<file path="config.mk">
export PLATFORM = sky130hd
export DESIGN_NAME = mem_arbiter_flat
export DESIGN_NICKNAME = d
export VERILOG_FILES = /design/src/rtl/mips_pkg.sv /design/src/rtl/mem_arbiter_if.sv /design/src/rtl/mem_arb_pick.sv /design/src/rtl/mem_arbiter.sv /design/src/flat_wrapper.sv
export SDC_FILE = /design/constraint.sdc
export NUM_CORES = 1
export LEC_CHECK = 0
export ABC_AREA = 1
export CORE_MARGIN = 4
export CORE_UTILIZATION = 40
export CTS_BUF_LIST = sky130_fd_sc_hd__clkbuf_8
export DETAILED_ROUTE_END_ITERATION = 6
export PLACE_DENSITY = 0.86
export SKIP_LAST_GASP = 1
export SLEW_MARGIN = 5
export SYNTH_ARGS = -nofsm -noshare
export SYNTH_HDL_FRONTEND = slang
export SYNTH_SLANG_ARGS = --single-unit
</file>
<file path="constraint.sdc">
create_clock -name clk -period 1.43 [get_ports clk]
set_input_delay 0.3575 -clock clk [delete_from_list [all_inputs] [get_ports clk]]
set_output_delay 0.3575 -clock clk [all_outputs]
set_load 0.1 [all_outputs]
</file>
<file path="src/rtl/mips_pkg.sv">
// Shared definitions for the memory arbiter: FSM encoding, default widths, starve counter type.
package mips_pkg;

    localparam int DEF_ADDR_W     = 32;
    localparam int DEF_DATA_W     = 32;
    localparam int DEF_STARVE_MAX = 4;
    localparam int CNT_W          = 4;

    localparam logic [1:0] ST_IDLE = 2'd0;
    localparam logic [1:0] ST_BUSY = 2'd1;
    localparam logic [1:0] ST_DONE = 2'd2;

    typedef logic [CNT_W-1:0] starve_t;

endpackage

</file>
<file path="src/rtl/mem_arbiter_if.sv">
// Bundle of fetch port, data port and shared-memory port signals around the arbiter.
interface mem_arbiter_if
    import mips_pkg::*;
    #(
        parameter int ADDR_W = DEF_ADDR_W,
        parameter int DATA_W = DEF_DATA_W
    ) ();

    logic              i_req;
    logic [ADDR_W-1:0] i_addr;
    logic              i_ack;
    logic [DATA_W-1:0] i_rdata;

    logic              d_req;
    logic              d_we;
    logic [ADDR_W-1:0] d_addr;
    logic [DATA_W-1:0] d_wdata;
    logic              d_ack;
    logic [DATA_W-1:0] d_rdata;

    logic              m_req;
    logic              m_we;
    logic [ADDR_W-1:0] m_addr;
    logic [DATA_W-1:0] m_wdata;
    logic              m_ready;
    logic [DATA_W-1:0] m_rdata;

    logic              sel;

    modport slave (
        input  i_req, i_addr, d_req, d_we, d_addr, d_wdata, m_ready, m_rdata,
        output i_ack, i_rdata, d_ack, d_rdata, m_req, m_we, m_addr, m_wdata, sel
    );

    modport master (
        output i_req, i_addr, d_req, d_we, d_addr, d_wdata, m_ready, m_rdata,
        input  i_ack, i_rdata, d_ack, d_rdata, m_req, m_we, m_addr, m_wdata, sel
    );

endinterface

</file>
<file path="src/rtl/mem_arb_pick.sv">
// Winner selection between fetch and data ports with a saturating starve counter.
// Latency: combinational pick, counter updates on the grant edge.
// Backpressure: only advances while arb_en (arbiter idle); otherwise counter holds.
module mem_arb_pick
    import mips_pkg::*;
    #(
        parameter int STARVE_MAX = DEF_STARVE_MAX
    ) (
        input  logic clk,
        input  logic rst_n,
        input  logic arb_en,
        input  logic i_req,
        input  logic d_req,
        output logic grant,
        output logic grant_d
    );

    localparam starve_t SMAX = starve_t'(STARVE_MAX);

    starve_t starve_cnt;

    // Data normally wins; a fetch that has waited SMAX data grants takes the next slot.
    always_comb begin
        grant_d = d_req && !(i_req && (starve_cnt == SMAX));
        grant   = d_req || i_req;
    end

    always_ff @(posedge clk or negedge rst_n) begin
        if (!rst_n) begin
            starve_cnt <= '0;
        end else if (arb_en) begin
            if (grant && !grant_d)
                starve_cnt <= '0;
            else if (grant_d && i_req)
                starve_cnt <= (starve_cnt == SMAX) ? starve_cnt : starve_cnt + 1'b1;
            else
                starve_cnt <= '0;
        end
    end

endmodule

</file>
<file path="src/rtl/mem_arbiter.sv">
// Two-port (fetch/data) arbiter onto one registered shared-memory port, one transaction in flight.
// Latency: grant edge -> m_req; m_ready in first busy cycle gives ack one cycle later.
// Backpressure: m_* held until m_ready; requests ignored outside IDLE.
module mem_arbiter
    import mips_pkg::*;
    #(
        parameter int ADDR_W     = DEF_ADDR_W,
        parameter int DATA_W     = DEF_DATA_W,
        parameter int STARVE_MAX = DEF_STARVE_MAX
    ) (
        input logic          clk,
        input logic          rst_n,
        mem_arbiter_if.slave bus
    );

    logic [1:0]        state;
    logic              arb_en;
    logic              grant;
    logic              grant_d;
    logic [ADDR_W-1:0] addr_nxt;

    logic              m_req_q;
    logic              m_we_q;
    logic [ADDR_W-1:0] m_addr_q;
    logic [DATA_W-1:0] m_wdata_q;
    logic              sel_q;
    logic              i_ack_q;
    logic              d_ack_q;
    logic [DATA_W-1:0] i_rdata_q;
    logic [DATA_W-1:0] d_rdata_q;

    assign arb_en   = (state == ST_IDLE);
    assign addr_nxt = grant_d ? bus.d_addr : bus.i_addr;

    mem_arb_pick #(.STARVE_MAX(STARVE_MAX)) u_pick (
        .clk     (clk),
        .rst_n   (rst_n),
        .arb_en  (arb_en),
        .i_req   (bus.i_req),
        .d_req   (bus.d_req),
        .grant   (grant),
        .grant_d (grant_d)
    );

    always_ff @(posedge clk or negedge rst_n) begin
        if (!rst_n) begin
            state     <= ST_IDLE;
            m_req_q   <= 1'b0;
            m_we_q    <= 1'b0;
            m_addr_q  <= '0;
            m_wdata_q <= '0;
            sel_q     <= 1'b0;
            i_ack_q   <= 1'b0;
            d_ack_q   <= 1'b0;
            i_rdata_q <= '0;
            d_rdata_q <= '0;
        end else begin
            case (state)
                ST_IDLE: begin
                    if (grant) begin
                        sel_q    <= grant_d;
                        m_addr_q <= addr_nxt;
                        m_we_q   <= grant_d & bus.d_we;
                        // Fetches never write, so the write-data register keeps its old value.
                        if (grant_d)
                            m_wdata_q <= bus.d_wdata;
                        m_req_q  <= 1'b1;
                        state    <= ST_BUSY;
                    end
                end
                ST_BUSY: begin
                    if (bus.m_ready) begin
                        m_req_q <= 1'b0;
                        if (!sel_q)
                            i_rdata_q <= bus.m_rdata;
                        else if (!m_we_q)
                            d_rdata_q <= bus.m_rdata;
                        i_ack_q <= !sel_q;
                        d_ack_q <= sel_q;
                        state   <= ST_DONE;
                    end
                end
                ST_DONE: begin
                    i_ack_q <= 1'b0;
                    d_ack_q <= 1'b0;
                    state   <= ST_IDLE;
                end
                default: state <= ST_IDLE;
            endcase
        end
    end

    assign bus.m_req   = m_req_q;
    assign bus.m_we    = m_we_q;
    assign bus.m_addr  = m_addr_q;
    assign bus.m_wdata = m_wdata_q;
    assign bus.sel     = sel_q;
    assign bus.i_ack   = i_ack_q;
    assign bus.d_ack   = d_ack_q;
    assign bus.i_rdata = i_rdata_q;
    assign bus.d_rdata = d_rdata_q;

endmodule

</file>
<file path="src/flat_wrapper.sv">
// flat-port wrapper written by rule: the top's interface ports become plain ports
module mem_arbiter_flat import mips_pkg::*;
#(
        parameter int ADDR_W     = DEF_ADDR_W,
        parameter int DATA_W     = DEF_DATA_W,
        parameter int STARVE_MAX = DEF_STARVE_MAX
    )
  (clk, rst_n, bus_i_req, bus_i_addr, bus_d_req, bus_d_we, bus_d_addr, bus_d_wdata, bus_m_ready, bus_m_rdata, bus_i_ack, bus_i_rdata, bus_d_ack, bus_d_rdata, bus_m_req, bus_m_we, bus_m_addr, bus_m_wdata, bus_sel);
  mem_arbiter_if #(.ADDR_W(ADDR_W), .DATA_W(DATA_W)) bus_i ();
  input logic clk;
  input logic rst_n;
  input wire logic [$bits(bus_i.i_req)-1:0] bus_i_req;
  input wire logic [$bits(bus_i.i_addr)-1:0] bus_i_addr;
  input wire logic [$bits(bus_i.d_req)-1:0] bus_d_req;
  input wire logic [$bits(bus_i.d_we)-1:0] bus_d_we;
  input wire logic [$bits(bus_i.d_addr)-1:0] bus_d_addr;
  input wire logic [$bits(bus_i.d_wdata)-1:0] bus_d_wdata;
  input wire logic [$bits(bus_i.m_ready)-1:0] bus_m_ready;
  input wire logic [$bits(bus_i.m_rdata)-1:0] bus_m_rdata;
  output wire logic [$bits(bus_i.i_ack)-1:0] bus_i_ack;
  output wire logic [$bits(bus_i.i_rdata)-1:0] bus_i_rdata;
  output wire logic [$bits(bus_i.d_ack)-1:0] bus_d_ack;
  output wire logic [$bits(bus_i.d_rdata)-1:0] bus_d_rdata;
  output wire logic [$bits(bus_i.m_req)-1:0] bus_m_req;
  output wire logic [$bits(bus_i.m_we)-1:0] bus_m_we;
  output wire logic [$bits(bus_i.m_addr)-1:0] bus_m_addr;
  output wire logic [$bits(bus_i.m_wdata)-1:0] bus_m_wdata;
  output wire logic [$bits(bus_i.sel)-1:0] bus_sel;
  assign bus_i.i_req = bus_i_req;
  assign bus_i.i_addr = bus_i_addr;
  assign bus_i.d_req = bus_d_req;
  assign bus_i.d_we = bus_d_we;
  assign bus_i.d_addr = bus_d_addr;
  assign bus_i.d_wdata = bus_d_wdata;
  assign bus_i.m_ready = bus_m_ready;
  assign bus_i.m_rdata = bus_m_rdata;
  assign bus_i_ack = bus_i.i_ack;
  assign bus_i_rdata = bus_i.i_rdata;
  assign bus_d_ack = bus_i.d_ack;
  assign bus_d_rdata = bus_i.d_rdata;
  assign bus_m_req = bus_i.m_req;
  assign bus_m_we = bus_i.m_we;
  assign bus_m_addr = bus_i.m_addr;
  assign bus_m_wdata = bus_i.m_wdata;
  assign bus_sel = bus_i.sel;
  mem_arbiter #(.ADDR_W(ADDR_W), .DATA_W(DATA_W), .STARVE_MAX(STARVE_MAX)) u_core (.clk(clk), .rst_n(rst_n), .bus(bus_i));
endmodule
</file>
# --- Yosys cells after proc, flatten, opt, wreduce, memory -nomap -nowiden ---
# Index checks and enable logic that the tools add are counted.
# Widths: inputs -> output; s select.
classes:
  add_sub_neg: 1
  eq_ne: 6
  mux: 14
  n_bitwise: 3
  n_reduce_logical: 19
op_table:
  columns: ["op", "count"]
  rows:
  - ["$mux 32", 1]
  - ["$mux 4", 3]
  - ["$reduce_and 3->1", 3]
  - ["$reduce_and 2->1", 4]
  - ["$pmux 1 s2", 3]
  - ["$add 4x1->4 const B", 1]
  - ["$eq 4x3->1 const B", 1]
  - ["$logic_and 1x1->1", 4]
  - ["$mux 1", 4]
  - ["$mux 2", 2]
  - ["$ne 2x2->1 const B", 2]
  - ["$pmux 2 s2", 1]
  - ["$reduce_and 4->1", 1]
  - ["$reduce_bool 2->1", 2]
  - ["$logic_not 1->1", 3]
  - ["$ne 3x3->1 const B", 1]
  - ["$eq 2x1->1 const B", 1]
  - ["$eq 2x2->1 const B", 1]
  - ["$logic_not 2->1", 1]
  - ["$not 1->1", 2]
  - ["$and 1x1->1", 1]
  - ["$logic_or 1x1->1", 1]
word_totals:
  register_bits: 139
  inputBits: 134
  out_inout_bits: 133
  elab_cells: 54

# --- Longest topological paths before layout ---
logic_depth:
  ltp_word: 8
  mapped_depth: 10
  mapped_depth_nobuf: 9

# --- Cells and area by module ---
# A second synthesis with hierarchy kept.
hier_totals:
  hier_cells: 753
  area_unflattened_um2: 6142.1
modules_own_cells:
  columns: ["module", "instances", "cells_per_inst", "area_each_um2", "seq_area_each_um2"]
  rows:
  - ["mem_arbiter", 1, 718, 5896.9, 3378.2]
  - ["mem_arb_pick", 1, 35, 245.2, 100.1]

# --- Least setup slack after synthesis ---
# OpenSTA, ideal clock, no wires.
synth_timing:
  path_type: "reg-to-reg"
  startpoint: "register u_core.sel_q, in the netlist u_core.bus.sel"
  endpoint: "register u_core.i_rdata_q[13], in the netlist u_core.bus.i_rdata[13]"
  setup_time_ps: 67
  t_arrival_ps: 1810
  required_time_ps: 1363
  path_slack_ps: -446
  stages_incl_launch_ff: 6
  path_buffers: 1
  period_less_slack_ps: 1876
  path_cell_list: "dfrtp_1 clkinv_1 nand2_2 buf_6 nand2_1 nand2_1"
synth_via:
  elab_chain_cells: 2
synth_lines:
  columns: ["item", "line", "rtl"]
  rows:
  - ["start, declared", "mem_arbiter.sv:26", "logic sel_q;"]
  - ["start signal, assigned", "mem_arbiter.sv:61", "sel_q <= grant_d;"]
  - ["$not 1->1 (no line)", null, null]
  - ["$reduce_and 3->1 (no line)", null, null]
  - ["end signal, assigned", "mem_arbiter.sv:75", "i_rdata_q <= bus.m_rdata;"]
  - ["end, declared", "mem_arbiter.sv:29", "logic [DATA_W-1:0] i_rdata_q;"]
# Every way passes these cells.
# A chain may end at the register's enable or synchronous reset.

# --- Final worst setup path ---
layout_timing:
  startpoint: "register u_core.m_we_q, in the netlist u_core.bus.m_we"
  endpoint: "register u_core.d_rdata_q[26], in the netlist u_core.bus.d_rdata[26]"
layout_via:
  elab_chain_cells: 2
layout_lines:
  columns: ["item", "line", "rtl"]
  rows:
  - ["start, declared", "mem_arbiter.sv:23", "logic m_we_q;"]
  - ["start signal, assigned", "mem_arbiter.sv:63", "m_we_q <= grant_d & bus.d_we;"]
  - ["$not 1->1 (no line)", null, null]
  - ["$reduce_and 4->1 (no line)", null, null]
  - ["end signal, assigned", "mem_arbiter.sv:77", "d_rdata_q <= bus.m_rdata;"]
  - ["end, declared", "mem_arbiter.sv:30", "logic [DATA_W-1:0] d_rdata_q;"]
# Every way passes these cells.

==> results_dict.tcl <==
set metrics [dict create \
    synthXorXnorAreaFrac 0.00141 \
    synthCells 751 \
    cts-root-buf "clkbuf_8" \
    violations "setup timing" \
    finalSetupViolCount 34 \
    path_cells "buf_4 > or2_4 > buf_12 > o21ai_0 > nand2_1" \
    clock_latency_ns 0.44 \
    grt_pass1_wl_mm 32.1 \
    post-dp-hpwl_mm 15.3 \
    num-fill-cells 897 \
    drv_slew 0 \
    die_area_mm2 0.0175 \
    multiInputGateArea_mm2 0.00231 \
    gr-total-overflow 0 \
    worstPathArrival_ns 1.86 \
    crit_family "flip-flops" \
    syn-cell-area_mm2 0.00619 \
    hold_class "input pin to asynchronous set/reset pin" \
    htreeDepth 4 \
    tightest_slew_ns 0.394 \
    io_pins 267 \
    coreArea_mm2 0.0152 \
    ys.flop_type "dfrtp_1" \
    dieWidth_um 132 \
    critPathLaunchType "register" \
    async_reset_ff_frac 1.00 \
    finalWorstSetupSlack_ns -0.122 \
    r2r-start "u_core.bus.m_we" \
    r2r_cells 5 \
    nets 1224 \
    synth_common_cells "nand2_1 (338), dfrtp_1 (139), nand3_1 (91)" \
    drv_cap 0 \
    path_max_fanout 22 \
    antenna_found_initial 0 \
    placed_area_mm2 0.0107 \
    wl_per_cell_um 17.5 \
    grt_use_total 0.227 \
    cts.reportedPaths.clkPinSlew_ns 0.09 \
    finalSetupTns_ns -0.788 \
    vias_per_cell 5.03 \
    rows 45 \
    worst-path-buf-inv 2 \
    drt_pass1_iterations 6 \
    drive_gt1_frac 0.287 \
    netlist.area_leader.share 0.562 \
    syn-num-nets 887 \
    yosysMostFrequentCell "nand2_1" \
    grt_setup_unrepaired "true" \
    port_buffers 266 \
    status "complete, but fails checks" \
    rrSetupSlack_ns -0.12 \
    relSlewSlack 0.737 \
    worstReg2RegEnd "u_core.bus.d_rdata[26]" \
    wirelength_mm 22.5 \
    finalCritPeriodShare 1.08 \
    fp.dieH_um 132 \
    yosysWarnings 0 \
    synth-seq-cells 139 \
    slowest_delay_ns 0.51 \
    clock_skew_ns 0.0176 \
    cts_tree "built" \
    grt_max_degree 38 \
    stdcell_area_mm2 0.0117 \
    synth_edf_count 0 \
    syn_area_per_cell_um2 8.25 \
    hold_violations 0 \
    crit_path_top_delay_cell "dfrtp_4" \
    grt_pass1_vias 6247 \
    layout_min_cycle_time_ns 1.55 \
    synth_area_leaders "dfrtp_1 (56%), nand2_1 (20%), nand3_1 (7.4%)" \
    syn_to_final_growth_pct 89.6 \
    synth-simple-area-share 0.312 \
    drcViolationCount 0 \
    worst-path-stages 5 \
    synth-compound-area-share 0.0325 \
    diodes 0 \
    synthAdderAreaFrac 0.00404 \
    vias 6486 \
    yosys.area.top_type "dfrtp_1" \
    crit_required_ns 1.74 \
    drtIter0Drc 339 \
    synth_mux_area_frac 0 \
    synth_top_family_by_area "simple AND/OR/NAND/NOR gates" \
    end_kind "register" \
    clock_path_buffers 2 \
    postRouteAntennaNets 0 \
    synth_cell_type_count 26 \
    regArea_mm2 0.00349 \
    ys_seq_area_frac 0.562 \
    cts_sinks 139 \
    max_freq_ghz 0.645 \
    cts_buffers 17 \
    start_util 0.407 \
    gp_congestion 0.868 \
    path_class "register to register" \
]
==> metrics by stage <==
step	hold slack [ns]	cells	worst slack [ns]	utilization
2_1_floorplan	0.0619	751	0.000776	-
3_3_place_gp	0.292	1209	-0.300	0.703
3_5_place_dp	0.290	1209	-0.348	0.703
4_1_cts	0.400	1252	-0.0758	0.738
5_1_grt	0.411	1289	-0.155	0.773
6_report	0.407	1289	-0.122	0.773
==> layer usage <==
layer	track usage	up-vias	wire length (µm)
li1	-	2992	-
met1	0.271	3125	7900
met2	0.393	310	12000
met3	0.0673	59	1920
met4	0.0797	0	738
met5	0	-	0
==> cell usage in the layout (no fill, tap or decap), drive strengths merged <==
master	instances
a21oi	2
buf	221
bufinv	3
clkbuf	21
clkdlybuf4s50	132
clkinv	5
clkinvlp	3
dfrtp	139
dlygate4sd3	1
ha	2
inv	82
nand2	343
nand3	102
nand4	1
nor2	6
o21ai	36
or2	1
xnor2	1
==> flip-flops by register name (all words and copies together), names as in the netlist, 2 cells and up <==
name,flops
u_core.bus.d_rdata,32
u_core.bus.i_rdata,32
u_core.bus.m_addr,32
u_core.bus.m_wdata,32
u_core.u_pick.starve_cnt,4
u_core.state,2
==> how the worst max path moves through the flow <==
stage                                startpoint                endpoint
global placement                    bus_m_ready   u_core.bus.d_rdata[0]
CTS                             u_core.bus.m_we                bus_m_we
global route        u_core.u_pick.starve_cnt[0]  u_core.bus.m_wdata[25]
floorplan           u_core.u_pick.starve_cnt[0]   u_core.bus.m_addr[10]
finish                          u_core.bus.m_we  u_core.bus.d_rdata[26]
detailed placement                    bus_d_req  u_core.bus.m_wdata[13]
==> final cells by class <==
type / instances / area share
flip-flops and latches: 139 / 0.297
clock buffers: 17 / 0.0199
well taps: 188 / 0.0200
inverters: 78 / 0.0260
repair buffers: 358 / 0.425
multi-input cells: 494 / 0.196
clock inverters: 15 / 0.0161
==> timing repair <==
action	CTS	global route
setup endpoints to repair	66	223
pin swaps	1	9
setup buffers	10	32
gates cloned	0	5
gates resized for setup	8	65
hold endpoints to repair	31	0
hold buffers	1	0
==> cell families (layout without fill, tap and decap cells) <==
| logic type | Yosys count | count (layout) |
|---|---|---|
| AO/OA/AOI/OAI | 38 | 38 |
| XOR/XNOR | 1 | 1 |
| adder cells (fa/ha/maj) | 2 | 2 |
| buffers and inverters | 118 | 468 |
| flip-flops | 139 | 139 |
| AND/OR/NAND/NOR | 453 | 453 |
Power is left out: the tool's default activity adds up to more than one toggle a clock period on the data nets, which glitch-free logic cannot reach.
